==> src/rtl/reg_write_arbiter_if.sv <==
`default_nettype none
// ============================================================================
// Module   : reg_write_arbiter_if
// Brief    : Writeback-source / register-file port bundle for reg_write_arbiter
// Revision : 1.0
// ============================================================================
interface reg_write_arbiter_if;
    logic [3:0] req;
    logic       hold;
    logic [4:0] reg_dest;
    logic [1:0] key;
    logic       write_valid;
    logic       reg_write;
    logic [3:0] ack;
    logic       busy;
    logic       dropped;

    modport master (
        output req, hold, reg_dest,
        input  key, write_valid, reg_write, ack, busy, dropped
    );

    modport slave (
        input  req, hold, reg_dest,
        output key, write_valid, reg_write, ack, busy, dropped
    );
endinterface
`default_nettype wire

==> src/rtl/reg_write_arbiter.sv <==
`default_nettype none
// ============================================================================
// Module   : reg_write_arbiter
// Brief    : Round-robin arbiter for the shared register-file write port
// Revision : 1.0
// ============================================================================
module reg_write_arbiter (
    input  wire                  clock,
    input  wire                  reset,
    reg_write_arbiter_if.slave   bus
);

    logic [3:0] pending;
    logic [1:0] ptr;
    logic [1:0] key;
    logic       write_valid;
    logic [3:0] ack;
    logic       dropped;

    logic [1:0] winner;
    logic       found;
    logic       grant;
    logic [3:0] clear;

    // Scan from the highest offset down so the lowest offset from ptr wins.
    always_comb begin
        winner = ptr;
        found  = 1'b0;
        for (int k = 3; k >= 0; k--) begin
            if (pending[ptr + 2'(k)]) begin
                winner = ptr + 2'(k);
                found  = 1'b1;
            end
        end
    end

    assign grant = found & ~bus.hold;
    assign clear = grant ? (4'b0001 << winner) : 4'b0000;

    always_ff @(posedge clock) begin
        if (!reset) begin
            pending     <= 4'b0000;
            ptr         <= 2'd0;
            key         <= 2'd0;
            write_valid <= 1'b0;
            ack         <= 4'b0000;
            dropped     <= 1'b0;
        end else begin
            // A request landing on its own grant cycle re-arms the bit.
            pending <= (pending & ~clear) | bus.req;
            dropped <= dropped | (|(bus.req & pending & ~clear));
            if (grant) begin
                key         <= winner;
                write_valid <= 1'b1;
                ack         <= 4'b0001 << winner;
                ptr         <= winner + 2'd1;
            end else begin
                write_valid <= 1'b0;
                ack         <= 4'b0000;
            end
        end
    end

    assign bus.key         = key;
    assign bus.write_valid = write_valid;
    assign bus.ack         = ack;
    assign bus.busy        = |pending;
    assign bus.dropped     = dropped;
    assign bus.reg_write   = write_valid & (bus.reg_dest != 5'd0);

endmodule
`default_nettype wire

==> src/flat_wrapper.sv <==
// flat-port wrapper written by rule: the top's interface ports become plain ports
module reg_write_arbiter_flat 
  (clock, reset, bus_req, bus_hold, bus_reg_dest, bus_key, bus_write_valid, bus_reg_write, bus_ack, bus_busy, bus_dropped);
  reg_write_arbiter_if bus_i ();
  input  wire clock;
  input  wire reset;
  input wire logic [$bits(bus_i.req)-1:0] bus_req;
  input wire logic [$bits(bus_i.hold)-1:0] bus_hold;
  input wire logic [$bits(bus_i.reg_dest)-1:0] bus_reg_dest;
  output wire logic [$bits(bus_i.key)-1:0] bus_key;
  output wire logic [$bits(bus_i.write_valid)-1:0] bus_write_valid;
  output wire logic [$bits(bus_i.reg_write)-1:0] bus_reg_write;
  output wire logic [$bits(bus_i.ack)-1:0] bus_ack;
  output wire logic [$bits(bus_i.busy)-1:0] bus_busy;
  output wire logic [$bits(bus_i.dropped)-1:0] bus_dropped;
  assign bus_i.req = bus_req;
  assign bus_i.hold = bus_hold;
  assign bus_i.reg_dest = bus_reg_dest;
  assign bus_key = bus_i.key;
  assign bus_write_valid = bus_i.write_valid;
  assign bus_reg_write = bus_i.reg_write;
  assign bus_ack = bus_i.ack;
  assign bus_busy = bus_i.busy;
  assign bus_dropped = bus_i.dropped;
  reg_write_arbiter u_core (.clock(clock), .reset(reset), .bus(bus_i));
endmodule
==> config.mk <==
export PLATFORM = sky130hd
export DESIGN_NAME = reg_write_arbiter_flat
export DESIGN_NICKNAME = d
export VERILOG_FILES = /design/src/rtl/reg_write_arbiter_if.sv /design/src/rtl/reg_write_arbiter.sv /design/src/flat_wrapper.sv
export SDC_FILE = /design/constraint.sdc
export NUM_CORES = 1
export LEC_CHECK = 0
export CAP_MARGIN = 20
export CORE_MARGIN = 2
export CORE_UTILIZATION = 39
export DETAILED_ROUTE_END_ITERATION = 7
export PLACE_DENSITY = 0.84
export SYNTH_ARGS = -nofsm -noshare
export SYNTH_HDL_FRONTEND = slang
export SYNTH_SLANG_ARGS = --single-unit
==> constraint.sdc <==
create_clock -name clock -period 1.8 [get_ports clock]
set_clock_uncertainty 0.15 [all_clocks]
set_input_delay 0.36 -clock clock [delete_from_list [all_inputs] [get_ports clock]]
set_output_delay 0.36 -clock clock [all_outputs]
set_load 0.02 [all_outputs]
; ---- Word level (Yosys, flattened, before mapping)
; Cells that the tools add are included.
[totals]
regBits = 14
latch_bits = 0
ram_bits = 0
rom_bits = 0
input_bits = 12
out_inout_bits = 10
word_cells = 45
mem_count = 0
[op_classes]
addsub = 4
multipliers = 0
div_mod_pow = 0
order_cmp = 4
n_eq_ne = 0
n_shift = 1
muxes = 18
bitwise_logic = 9
reduce_logical = 3
[op_table]
columns = operator, n
row1 = $and 4x4->4, 3
row2 = $lt 2x3->1 const B, 4
row3 = $mux 1, 9
row4 = $bmux 1 s2, 4
row5 = $mux 2, 4
row6 = $reduce_or 4->1, 2
row7 = $reduce_bool 5->1, 1
row8 = $add 2x1->2 const B, 2
row9 = $add 2x2->2 const B, 2
row10 = $mux 4, 1
row11 = $not 4->4, 1
row12 = $or 4x4->4, 1
row13 = $shl 1x2->4 const A, 1
row14 = $and 1x1->1, 2
row15 = $not 1->1, 1
row16 = $or 1x1->1, 1

; ---- Depth between registers and ports, before layout
[depth]
depth_word = 13
ltp_mapped = 9

; ---- Worst setup path before layout
; No wires, ideal clock.
[synth_path]
kind = flip-flop to flip-flop
startpoint = register u_core.pending[2]
endpoint = register u_core.dropped, in the netlist u_core.bus.dropped
setup_time_ns = 0.081
arrival_ns = 1.705
slack_ns = -0.136
path_stages_with_launch = 9
n_path_buf = 0
period_less_slack_ns = 1.936
path_cell_list = dfxtp_1 nor2_1 a211o_1 and3_4 ha_1 inv_1 o21ai_0 or2_2 a41oi_1
[synth_between]
elab_chain_cells = 12
[synth_lines]
columns = item, line_no
row1 = from (decl), reg_write_arbiter.sv:13  ; logic [3:0] pending;
row2 = from (signal assigned), reg_write_arbiter.sv:50  ; pending <= (pending & ~clear) | bus.req;
row3 = $bmux 1 s2, reg_write_arbiter.sv:30  ; if (pending[ptr + 2'(k)]) begin
row4 = $mux 1 (implied by the code), reg_write_arbiter.sv:30
row5 = $mux 2 (3 in series), reg_write_arbiter.sv:30
row6 = $mux 2 (*), reg_write_arbiter.sv:30
row7 = via u_core.winner[0], reg_write_arbiter.sv:20  ; logic [1:0] winner;
row8 = $shl 1x2->4 (*), reg_write_arbiter.sv:38  ; assign clear = grant ? (4'b0001 << winner) : 4'b0000;
row9 = $mux 4 (*), reg_write_arbiter.sv:38
row10 = $not 4->4 (*), reg_write_arbiter.sv:51  ; dropped <= dropped | (|(bus.req & pending & ~clear));
row11 = $and 4x4->4 (*), reg_write_arbiter.sv:51
row12 = $reduce_or 4->1 (*), reg_write_arbiter.sv:51
row13 = $or 1x1->1 (*), reg_write_arbiter.sv:51
row14 = to (signal assigned), reg_write_arbiter.sv:51
row15 = to (decl), reg_write_arbiter.sv:18  ; logic dropped;
; The timed path passes the listed nets; every way through them passes the cells marked *. The select of a mux whose other input is x is not followed.
; A chain may end at the register's enable or synchronous reset.

; ---- Worst setup path after layout
; Ends and elaborated chain as after synthesis.

==> flow_metrics.tcl <==
set metrics [dict create \
    fin_util 0.856 \
    yosysSeqAreaShare 0.419 \
    h-tree-depth 1 \
    min_path_cells 2 \
    die_w_um 45.4 \
    area_growth_pct 99.6 \
    final_cell_mix "buf_4, clkdlybuf4s50_1, dfxtp_1" \
    placed_area_mm2 0.00102 \
    dp_hpwl_um 1270 \
    cp.required_ns 1.88 \
    ys_ff_latch 14 \
    whs_ns 0.341 \
    postRouteAntennaNets 0 \
    cts-buffers-inserted 3 \
    synth_top_area_share 0.419 \
    hold_start "u_core.bus.key[0]$_SDFFE_PN0N_" \
    drv_cap 0 \
    cts_max_path_buffers 2 \
    fin_area_mm2 0.00133 \
    hold_class "flop to flop" \
    cp-start-kind "flop" \
    cts_sinks 14 \
    dieArea_mm2 0.00206 \
    insertedDiodeCount 0 \
    grt_pass1_wl_um 3250 \
    drive_gt1_frac 0.573 \
    criticalPathCategory "flop to flop" \
    syn_inst 75 \
    finalSetupViolations 3 \
    r2r_start "u_core.pending[2]$_SDFF_PN0_" \
    fin_cells 140 \
    place.gp.congestion 0.787 \
    crit_fanout 5 \
    synth_fp_nets 91 \
    drt-total-wl_um 2470 \
    dr_total_vias 745 \
    clk_pin_slew_worst_paths_ns 0.09 \
    power.ir.vdd_worst_v 0.000507 \
    cts_tree "yes" \
    period_needed_ns 1.90 \
    synth_warnings 0 \
    io_pins 22 \
    final_nets 141 \
    critPathArrivalTime_ns 1.98 \
    fin_total_pwr_mw 1.09 \
    drt_pass1_iterations 4 \
    grt_pass1_vias 731 \
    grt_usage 0.231 \
    slew_viol_final 0 \
    finalHoldViolCount 0 \
    drt_iter0_drc 15 \
    die_h_um 45.4 \
    num_rows 14 \
    root_buffer "clkbuf_4" \
    rr_endpoint "u_core.bus.dropped$_SDFF_PN0_" \
    slew_headroom 0.694 \
    reg2reg_slack_ns -0.1 \
    powerDensity_mw_per_mm2 816 \
    viasPerCell 5.32 \
    grt_start_max_net_pins 10 \
    p_leak_nw 0.545 \
    synth_area_um2 668 \
    ys_top_cells_by_area "dfxtp_1, ha_1, a21oi_1" \
    r2r_cells 8 \
    drc 0 \
    clk_latency_ns 0.30 \
    yosysTopAreaCell "dfxtp_1" \
    synth_area_per_cell_um2 8.91 \
    max_freq_mhz 527 \
    violations "negative setup slack" \
    hold_path_end "u_core.bus.key[0]$_SDFFE_PN0N_" \
    core_mm2 0.00156 \
    final_common_cell "buf_4" \
    rsz0062_at_grt "yes" \
    end_kind "flop" \
    status "complete, but fails checks" \
    hold_buffers 0 \
    ys_types 30 \
    routedWlPerCell_um 17.6 \
    overflow 0 \
    start_util 0.429 \
    portBuffers 21 \
    antenna_found_initial 0 \
    fin_crit_sh 1.05 \
    dp_cells 126 \
    setup_ws_ns -0.0986 \
    worst-slew-pin-transition_ns 0.458 \
]
[flip-flops by register name, indices dropped and copies added (netlist names)]
signal,flops
u_core.bus.ack,4
u_core.bus.dropped,1
u_core.bus.key,2
u_core.bus.write_valid,1
u_core.pending,4
u_core.ptr,2
[final cells by class]
cell class	count	area [µm²]
multi-input combinational	53	537
tap	16	20.0
sequential	14	300
fill	76	225
clock buffer	4	36.3
timing repair buffer	46	409
inverter	7	31.3
[where the power goes]
part	internal [mW]	total (mW)	switching (mW)
sequential	0.339	0.377	0.0388
clock	0.124	0.243	0.120
combinational	0.259	0.468	0.209
total	0.721	1.09	0.368
[synthesized netlist by cell type, drive strengths merged]
| library cell | instances |
|---|---|
| buf | 1 |
| a21oi | 7 |
| or2 | 2 |
| nor3 | 1 |
| clkinv | 1 |
| dfxtp | 14 |
| a41oi | 1 |
| nand2 | 2 |
| or4 | 1 |
| inv | 6 |
| o21ai | 8 |
| nand3 | 1 |
| and2 | 3 |
| nand4 | 1 |
| nor2 | 5 |
| nand2b | 2 |
| a31oi | 2 |
| and3 | 1 |
| nor4 | 3 |
| nand3b | 1 |
| ha | 4 |
| o21bai | 1 |
| o21a | 1 |
| nor2b | 4 |
| a211o | 1 |
| o311ai | 1 |
[logic make-up (layout without fill, tap and decap cells)]
| kind of cell | Yosys count | after routing | share of synthesized area |
|---|---|---|---|
| adder cells (fa/ha/maj) | 4 | 4 | 0.0749 |
| flip-flops | 14 | 14 | 0.419 |
| AO/OA/AOI/OAI | 22 | 22 | 0.199 |
| buffers and inverters | 8 | 57 | 0.0468 |
| AND/OR/NAND/NOR | 27 | 27 | 0.260 |
[critical path, stage by stage (launching register included)]
cell	delay, ns
dfxtp_4	0.42
nor2_4	0.04
a211o_1	0.27
and3_4	0.23
ha_4	0.16
inv_2	0.07
o21ai_2	0.07
or2_4	0.27
a41oi_2	0.16
[metrics by stage]
stage                     worst slack, ns  setup TNS (ns)
after floorplan                   0.00101               0
after CTS                         -0.0547         -0.0547
after global placement             -0.660          -0.746
final                             -0.0986          -0.176
after global routing               -0.112          -0.390
after detailed placement           -0.678          -0.801
[metal layers]
metal  wire, µm  global-route usage  vias to the layer above
met2       1340               0.423                       21
met4         19               0.135                        0
met5          0                   0                        -
met3         97              0.0516                        2
li1           -                   -                      363
met1       1010               0.236                      359
[what timing repair did]
| action | 4_1_cts | 5_1_grt |
|---|---|---|
| setup buffers | 8 | 3 |
| pin swaps | 14 | 17 |
| resized for setup | 43 | 33 |
| endpoints found under the hold margin | 0 | 0 |
| endpoints found under the setup margin | 4 | 9 |
[how the worst max path moves through the flow]
| stage | from | endpoint | slack, ns | cells past startpoint |
|---|---|---|---|---|
| 2_1_floorplan | u_core.pending[2]$_SDFF_PN0_ | u_core.bus.dropped$_SDFF_PN0_ | 0.001 | 9 |
| 3_3_place_gp | bus_reg_dest[0] | bus_reg_write | -0.66 | 4 |
| 3_5_place_dp | bus_reg_dest[0] | bus_reg_write | -0.68 | 4 |
| 4_1_cts | u_core.pending[0]$_SDFF_PN0_ | u_core.bus.dropped$_SDFF_PN0_ | -0.05 | 9 |
| 5_1_grt | u_core.ptr[1]$_SDFFE_PN0N_ | u_core.bus.dropped$_SDFF_PN0_ | -0.11 | 9 |
| 6_report | u_core.pending[2]$_SDFF_PN0_ | u_core.bus.dropped$_SDFF_PN0_ | -0.1 | 8 |
No activity file was read; power rests on OpenSTA's default activity.
